[config.mk]
export PLATFORM = sky130hd
export DESIGN_NAME = cipher_out_collector
export DESIGN_NICKNAME = d
export VERILOG_FILES = /design/src/rtl/aes_masked_pkg.sv /design/src/rtl/share_fifo.sv /design/src/rtl/cipher_out_collector.sv
export SDC_FILE = /design/constraint.sdc
export NUM_CORES = 1
export LEC_CHECK = 0
export BUFFER_PORTS_ARGS = -buffer_cell sky130_fd_sc_hd__buf_4
export CAP_MARGIN = 20
export CORE_UTILIZATION = 28
export DETAILED_ROUTE_END_ITERATION = 8
export GPL_TIMING_DRIVEN = 0
export PLACE_DENSITY = 0.44
export SLEW_MARGIN = 30
export SYNTH_ARGS = -nofsm -noshare
export SYNTH_HDL_FRONTEND = slang
export SYNTH_HIERARCHICAL = 1
export SYNTH_SLANG_ARGS = --single-unit
[constraint.sdc]
create_clock -name clk -period 6 [get_ports clk]
set_clock_uncertainty 0.15 [all_clocks]
set_input_delay 0 -clock clk [delete_from_list [all_inputs] [get_ports clk]]
set_output_delay 0 -clock clk [all_outputs]
set_load 0.02 [all_outputs]
[src/rtl/aes_masked_pkg.sv]
// Shared widths and the two-share block type used on the masked AES receive path.
package aes_masked_pkg;

    localparam int BEAT_W  = 64;
    localparam int BLOCK_W = 128;

    typedef struct packed {
        logic [BLOCK_W-1:0] s1;
        logic [BLOCK_W-1:0] s0;
    } share_block_t;

endpackage

[src/rtl/share_fifo.sv]
// Circular-buffer FIFO with separate occupancy count; head entry is read straight from the
// storage registers so a block pushed at one edge is visible in the following cycle.
module share_fifo #(
    parameter int DEPTH = 4,
    parameter int WIDTH = 256
) (
    input  logic                       clk,
    input  logic                       rst,
    input  logic                       push,
    input  logic [WIDTH-1:0]           push_data,
    input  logic                       pop,
    output logic [WIDTH-1:0]           head_data,
    output logic                       full,
    output logic                       empty,
    output logic [$clog2(DEPTH):0]     count
);

    localparam int AW = $clog2(DEPTH);
    localparam int CW = AW + 1;

    logic [WIDTH-1:0] mem_reg [DEPTH];
    logic [AW-1:0]    wr_ptr_reg;
    logic [AW-1:0]    rd_ptr_reg;
    logic [CW-1:0]    count_reg;
    logic             wr_en;
    logic             rd_en;

    assign full  = (count_reg == CW'(DEPTH));
    assign empty = (count_reg == '0);
    // When full, a write is still allowed if the head leaves at the same edge.
    assign wr_en = push & (~full | pop);
    assign rd_en = pop & ~empty;

    always_ff @(posedge clk or negedge rst) begin
        if (!rst) begin
            for (int i = 0; i < DEPTH; i++) begin
                mem_reg[i] <= '0;
            end
            wr_ptr_reg <= '0;
            rd_ptr_reg <= '0;
            count_reg  <= '0;
        end else begin
            if (wr_en) begin
                mem_reg[wr_ptr_reg] <= push_data;
                wr_ptr_reg          <= wr_ptr_reg + 1'b1;
            end
            if (rd_en) begin
                rd_ptr_reg <= rd_ptr_reg + 1'b1;
            end
            if (wr_en && !rd_en) begin
                count_reg <= count_reg + 1'b1;
            end else if (!wr_en && rd_en) begin
                count_reg <= count_reg - 1'b1;
            end
        end
    end

    assign head_data = mem_reg[rd_ptr_reg];
    assign count     = count_reg;

endmodule

[src/rtl/cipher_out_collector.sv]
// Reassembles two-share 64-bit ciphertext beats into 128-bit share pairs and queues them.
// Define REMASK_EN to refresh both shares of every beat with r before storage.
module cipher_out_collector
    import aes_masked_pkg::*;
#(
    parameter int DEPTH = 4
) (
    input  logic                     clk,
    input  logic                     rst,
    input  logic                     done,
    input  logic                     beat_valid,
    input  logic [BEAT_W-1:0]        OutputData0,
    input  logic [BEAT_W-1:0]        OutputData1,
    input  logic [BEAT_W-1:0]        r,
    output logic [BLOCK_W-1:0]       ct0,
    output logic [BLOCK_W-1:0]       ct1,
    output logic                     out_valid,
    input  logic                     out_ready,
    output logic                     overflow,
    output logic                     sync_err,
    output logic [$clog2(DEPTH):0]   level
);

    logic [BEAT_W-1:0] beat0;
    logic [BEAT_W-1:0] beat1;
    logic [BEAT_W-1:0] pend0_reg;
    logic [BEAT_W-1:0] pend1_reg;
    logic              half_reg;
    logic              overflow_reg;
    logic              sync_err_reg;
    logic              push;
    logic              pop;
    logic              full;
    logic              empty;
    share_block_t      push_blk;
    share_block_t      head_blk;
    logic [2*BLOCK_W-1:0] head_data;

`ifdef REMASK_EN
    // Same mask on both shares keeps the unmasked value intact.
    assign beat0 = OutputData0 ^ r;
    assign beat1 = OutputData1 ^ r;
`else
    logic unused_r;
    assign unused_r = ^r;
    assign beat0    = OutputData0;
    assign beat1    = OutputData1;
`endif

    assign push        = beat_valid & ~done & half_reg;
    assign pop         = out_valid & out_ready;
    assign push_blk.s0 = {beat0, pend0_reg};
    assign push_blk.s1 = {beat1, pend1_reg};

    always_ff @(posedge clk or negedge rst) begin
        if (!rst) begin
            half_reg     <= 1'b0;
            pend0_reg    <= '0;
            pend1_reg    <= '0;
            overflow_reg <= 1'b0;
            sync_err_reg <= 1'b0;
        end else begin
            if (beat_valid) begin
                if (done || !half_reg) begin
                    // done always restarts on a low half, dropping any orphan.
                    if (done && half_reg) begin
                        sync_err_reg <= 1'b1;
                    end
                    pend0_reg <= beat0;
                    pend1_reg <= beat1;
                    half_reg  <= 1'b1;
                end else begin
                    half_reg <= 1'b0;
                end
            end
            if (push && full && !pop) begin
                overflow_reg <= 1'b1;
            end
        end
    end

    share_fifo #(
        .DEPTH (DEPTH),
        .WIDTH (2*BLOCK_W)
    ) u_fifo (
        .clk       (clk),
        .rst       (rst),
        .push      (push),
        .push_data (push_blk),
        .pop       (pop),
        .head_data (head_data),
        .full      (full),
        .empty     (empty),
        .count     (level)
    );

    assign head_blk  = share_block_t'(head_data);
    assign ct0       = head_blk.s0;
    assign ct1       = head_blk.s1;
    assign out_valid = ~empty;
    assign overflow  = overflow_reg;
    assign sync_err  = sync_err_reg;

endmodule

==> key figures <==
Synthesis
  – Share of the yosys chip area belonging to registers: a little under 60%
  – Top FF cell, synth: dfrtp_1
  – EDFF count, synth: 0
  – Post-synthesis async set-or-reset flop share: 100.0%
  – Synthesized area: 49790 sq um
  – Synth area leader: dfrtp_1
  – Syn_area_per_cell: 17.80 sq um
  – YS warnings: 6
  – Synth area leaders: dfrtp_1, mux2_2, mux4_2
  – Distinct cells, synth: 25
  – Syn Nets: 3000
  – Synth Register Bits: between 1000 and 1500
  – Synth top area share: 58.40%
  – Post-Syn Instances: 2797

GRT
  – Largest net degree at the start of global routing: 120
  – Initial antenna violation count: 13
  – Vias in the first global route: 30375
  – First-pass GRT wire length: 213100 microns
  – GRT Residual Overflow: 0
  – Gr usage total: between 15 and 20%

Clocking
  – Clock Tree Buf Depth: 3
  – CTS tree: yes
  – Worst-Skew Late Latency: 790 ps
  – Number of CTS-inserted buffers: 142
  – Num Clock Sinks: 1162
  – Post_cts resized: 0
  – Root Driver: clkbuf_16
  – H-tree depth: 4
  – Setup bufs post-CTS: 0
  – Clock-pin slew on the worst setup and hold paths: 50 ps

Timing
  – Worst hold margin: 29.35 ps
  – Post-route setup TNS: 0 ps
  – Final hold vios: 0
  – Rel. slew slack: 34.67%
  – RSZ-0062 raised after global routing: no
  – Maximum clock rate: around 280 MHz
  – Final setup fails: 0
  – Slew Limit Fails: 0
  – Final min period: 3561 ps
  – Post-route clock period utilization: between 50% and 60%
  – Worst slew pin tran: 980.0 ps
  – Worst Setup Slack, final: 2439 ps

Power
  – Comb power frac: 42.0%
  – NetSw: approximately 13000 uW
  – Switching share of power: 34.21%
  – Flop pwr share: 35.2%
  – Int Pwr: between 20000 and 25000 uW
  – Leak Pwr: 0.02685 uW
  – Peak supply drop: 0.0002887 V
  – Clock share of power: 22.8%
  – Cell area power density: 592.3 nW/um^2

Detailed routing
  – Wirelength per Cell: 23.28 microns
  – Vias: 27579
  – Vias per Instance: 4.553
  – Iteration-0 DRC Markers: approximately 1300
  – Routed WL: 141000 microns
  – Remaining antenna violation count: 0
  – Drc violations: 45
  – First-pass DRT Iterations: 6

Worst setup path
  – Critical path peak fanout: 10
  – Top delay family on crit path: buffers and inverters
  – Cell breakdown of the critical path: clkbuf_1 > clkbuf_2 > buf_16 > buf_1 > mux4_2 > buf_4
  – Slowest cell delay on critical path: 660 ps
  – WP data arrival: roughly 3400 ps
  – Critical path endpoint category: output port
  – Critical Path Source Type: register
  – CP required: 5850 ps
  – Worst path slowest cell: buf_1
  – Buf/Inv on CP: 5
  – CP Class: reg -> out

Placement
  – Placement Setup Slack: between 2000 and 3000 ps
  – Cell Count Post-Placement: 5544
  – PortBufs: 394
  – DP HPWL: 94270 microns
  – Routability cong.: around 0.72

Floorplanning
  – Num rows: 154
  – IO Count: roughly 460
  – DIE HEIGHT: between 400 and 500 microns
  – Die X: 423.7 microns
  – Core Box Area: ~180000 sq um
  – Initial core utilization: 28.24%
  – Die area: 179500 sq um

Outcome
  – Status: finished with violations
  – Failing checks: design-rule violations

Cells and area
  – Filler cell count: 16886
  – Post-Route Utilization: a little over a third
  – Max reg flops: 1024
  – Footprint of the multi-input gates: 19040 sq um
  – Register Area: ~29000 sq um
  – Finished Layout Cells: between 6000 and 7000
  – # nets final: 3815
  – Area delta synth->final: 27.25%
  – Share of layout cells above drive strength 1: slightly below 60%

Flow run
  – Max-cap violations: 0

Hold path
  – Hold WC Path Type: in -> reg
-- kinds of logic after synthesis --
family / Yosys count / synth area share (%)
mux: 1410 / 37.68
flops: 1162 / 58.40
buf+inv: 189 / 3.357
simple gates: 21 / 0.2362
xor+xnor: 6 / 0.1055
fa+ha+maj: 6 / 0.1659
compound gates: 3 / 0.05027
-- area by class of cell --
cell class                 instances  area share, %
clock inverter                    31         0.6695
antenna                            6        0.02370
multi-input combinational       1446          30.05
clock buffer                     212          6.630
sequential                      1162          45.90
timing repair buffer             671          9.464
buffer                           184          2.615
tap                             2340          4.621
inverter                           5        0.02962
-- cell usage after synthesis, types with 2 or more instances --
| master | count |
|---|---|
| xor2_1 | 2 |
| xnor2_1 | 4 |
| ha_1 | 5 |
| clkbuf_1 | 22 |
| mux4_2 | 256 |
| nor2_1 | 8 |
| inv_1 | 5 |
| buf_2 | 34 |
| buf_8 | 2 |
| nor2b_1 | 3 |
| nand2_1 | 5 |
| buf_1 | 6 |
| buf_6 | 119 |
| mux2_2 | 1154 |
| dfrtp_1 | 1162 |
-- placed cells by master, fill, tap and decap left out, types with 8 or more instances in the layout --
| cell type | count |
|---|---|
| mux4_2 | 256 |
| buf_16 | 15 |
| mux2_2 | 1154 |
| dfrtp_1 | 1162 |
| buf_2 | 34 |
| clkbuf_1 | 54 |
| clkbuf_16 | 145 |
| buf_6 | 119 |
| clkbuf_8 | 32 |
| buf_4 | 394 |
| nor2_1 | 8 |
| dlygate4sd3_1 | 263 |
| clkinv_2 | 11 |
-- worst min-delay path: stages --
cell and delay [ps]:
dlygate4sd3_1 620, buf_4 170, mux2_2 140
-- per-layer routing --
layer	wire length, microns	global-route usage (%)	part of all wire, %
met1	60100	20.47	43
met4	5153	5.897	3.7
met3	4726	2.878	3.4
met5	13	0	0.0092
met2	71000	27.02	50
-- what timing repair did --
action | in CTS | in global routing
setup endpoints to repair | 0 | 0
endpoints found under the hold margin | 1037 | 0
hold buffers | 264 | 0
-- final timing paths --
| path | slack [ps] | depth (start not counted) | start | end |
|---|---|---|---|---|
| worst max-delay path | 2440 | 6 | u_fifo/rd_ptr_reg[1] | ct1[43] |
| worst min-delay path | 30 | 3 | OutputData1[55] | u_fifo/mem_reg[1015] |
| worst max register to register | 2480 | 8 | u_fifo/count[0] | u_fifo/count[1] |
| worst min register to register | 320 | 1 | overflow | overflow |
| max in group asynchronous | 3020 | 8 | rst | u_fifo/mem_reg[622] |
| min in group asynchronous | 290 | 4 | rst | u_fifo/mem_reg[485] |
-- through the flow --
stage / power, uW / instance area, sq um
finish: 37520 / 63350
global route: 39700 / 63340
CTS: 38450 / 63340
detailed placement: 29490 / 56060
global placement: 29260 / 55670
floorplan: 22800 / 49790
-- power groups by stage --
stage | Combinational, uW | Sequential, uW | Clock (uW)
finish | 15800 | 13200 | 8550
global route | 16700 | 13700 | 9220
CTS | 16300 | 13200 | 8900
detailed placement | 16100 | 13400 | 0
global placement | 15900 | 13400 | 0
floorplan | 10100 | 12700 | 0
No activity file was read; power rests on OpenSTA's default activity.
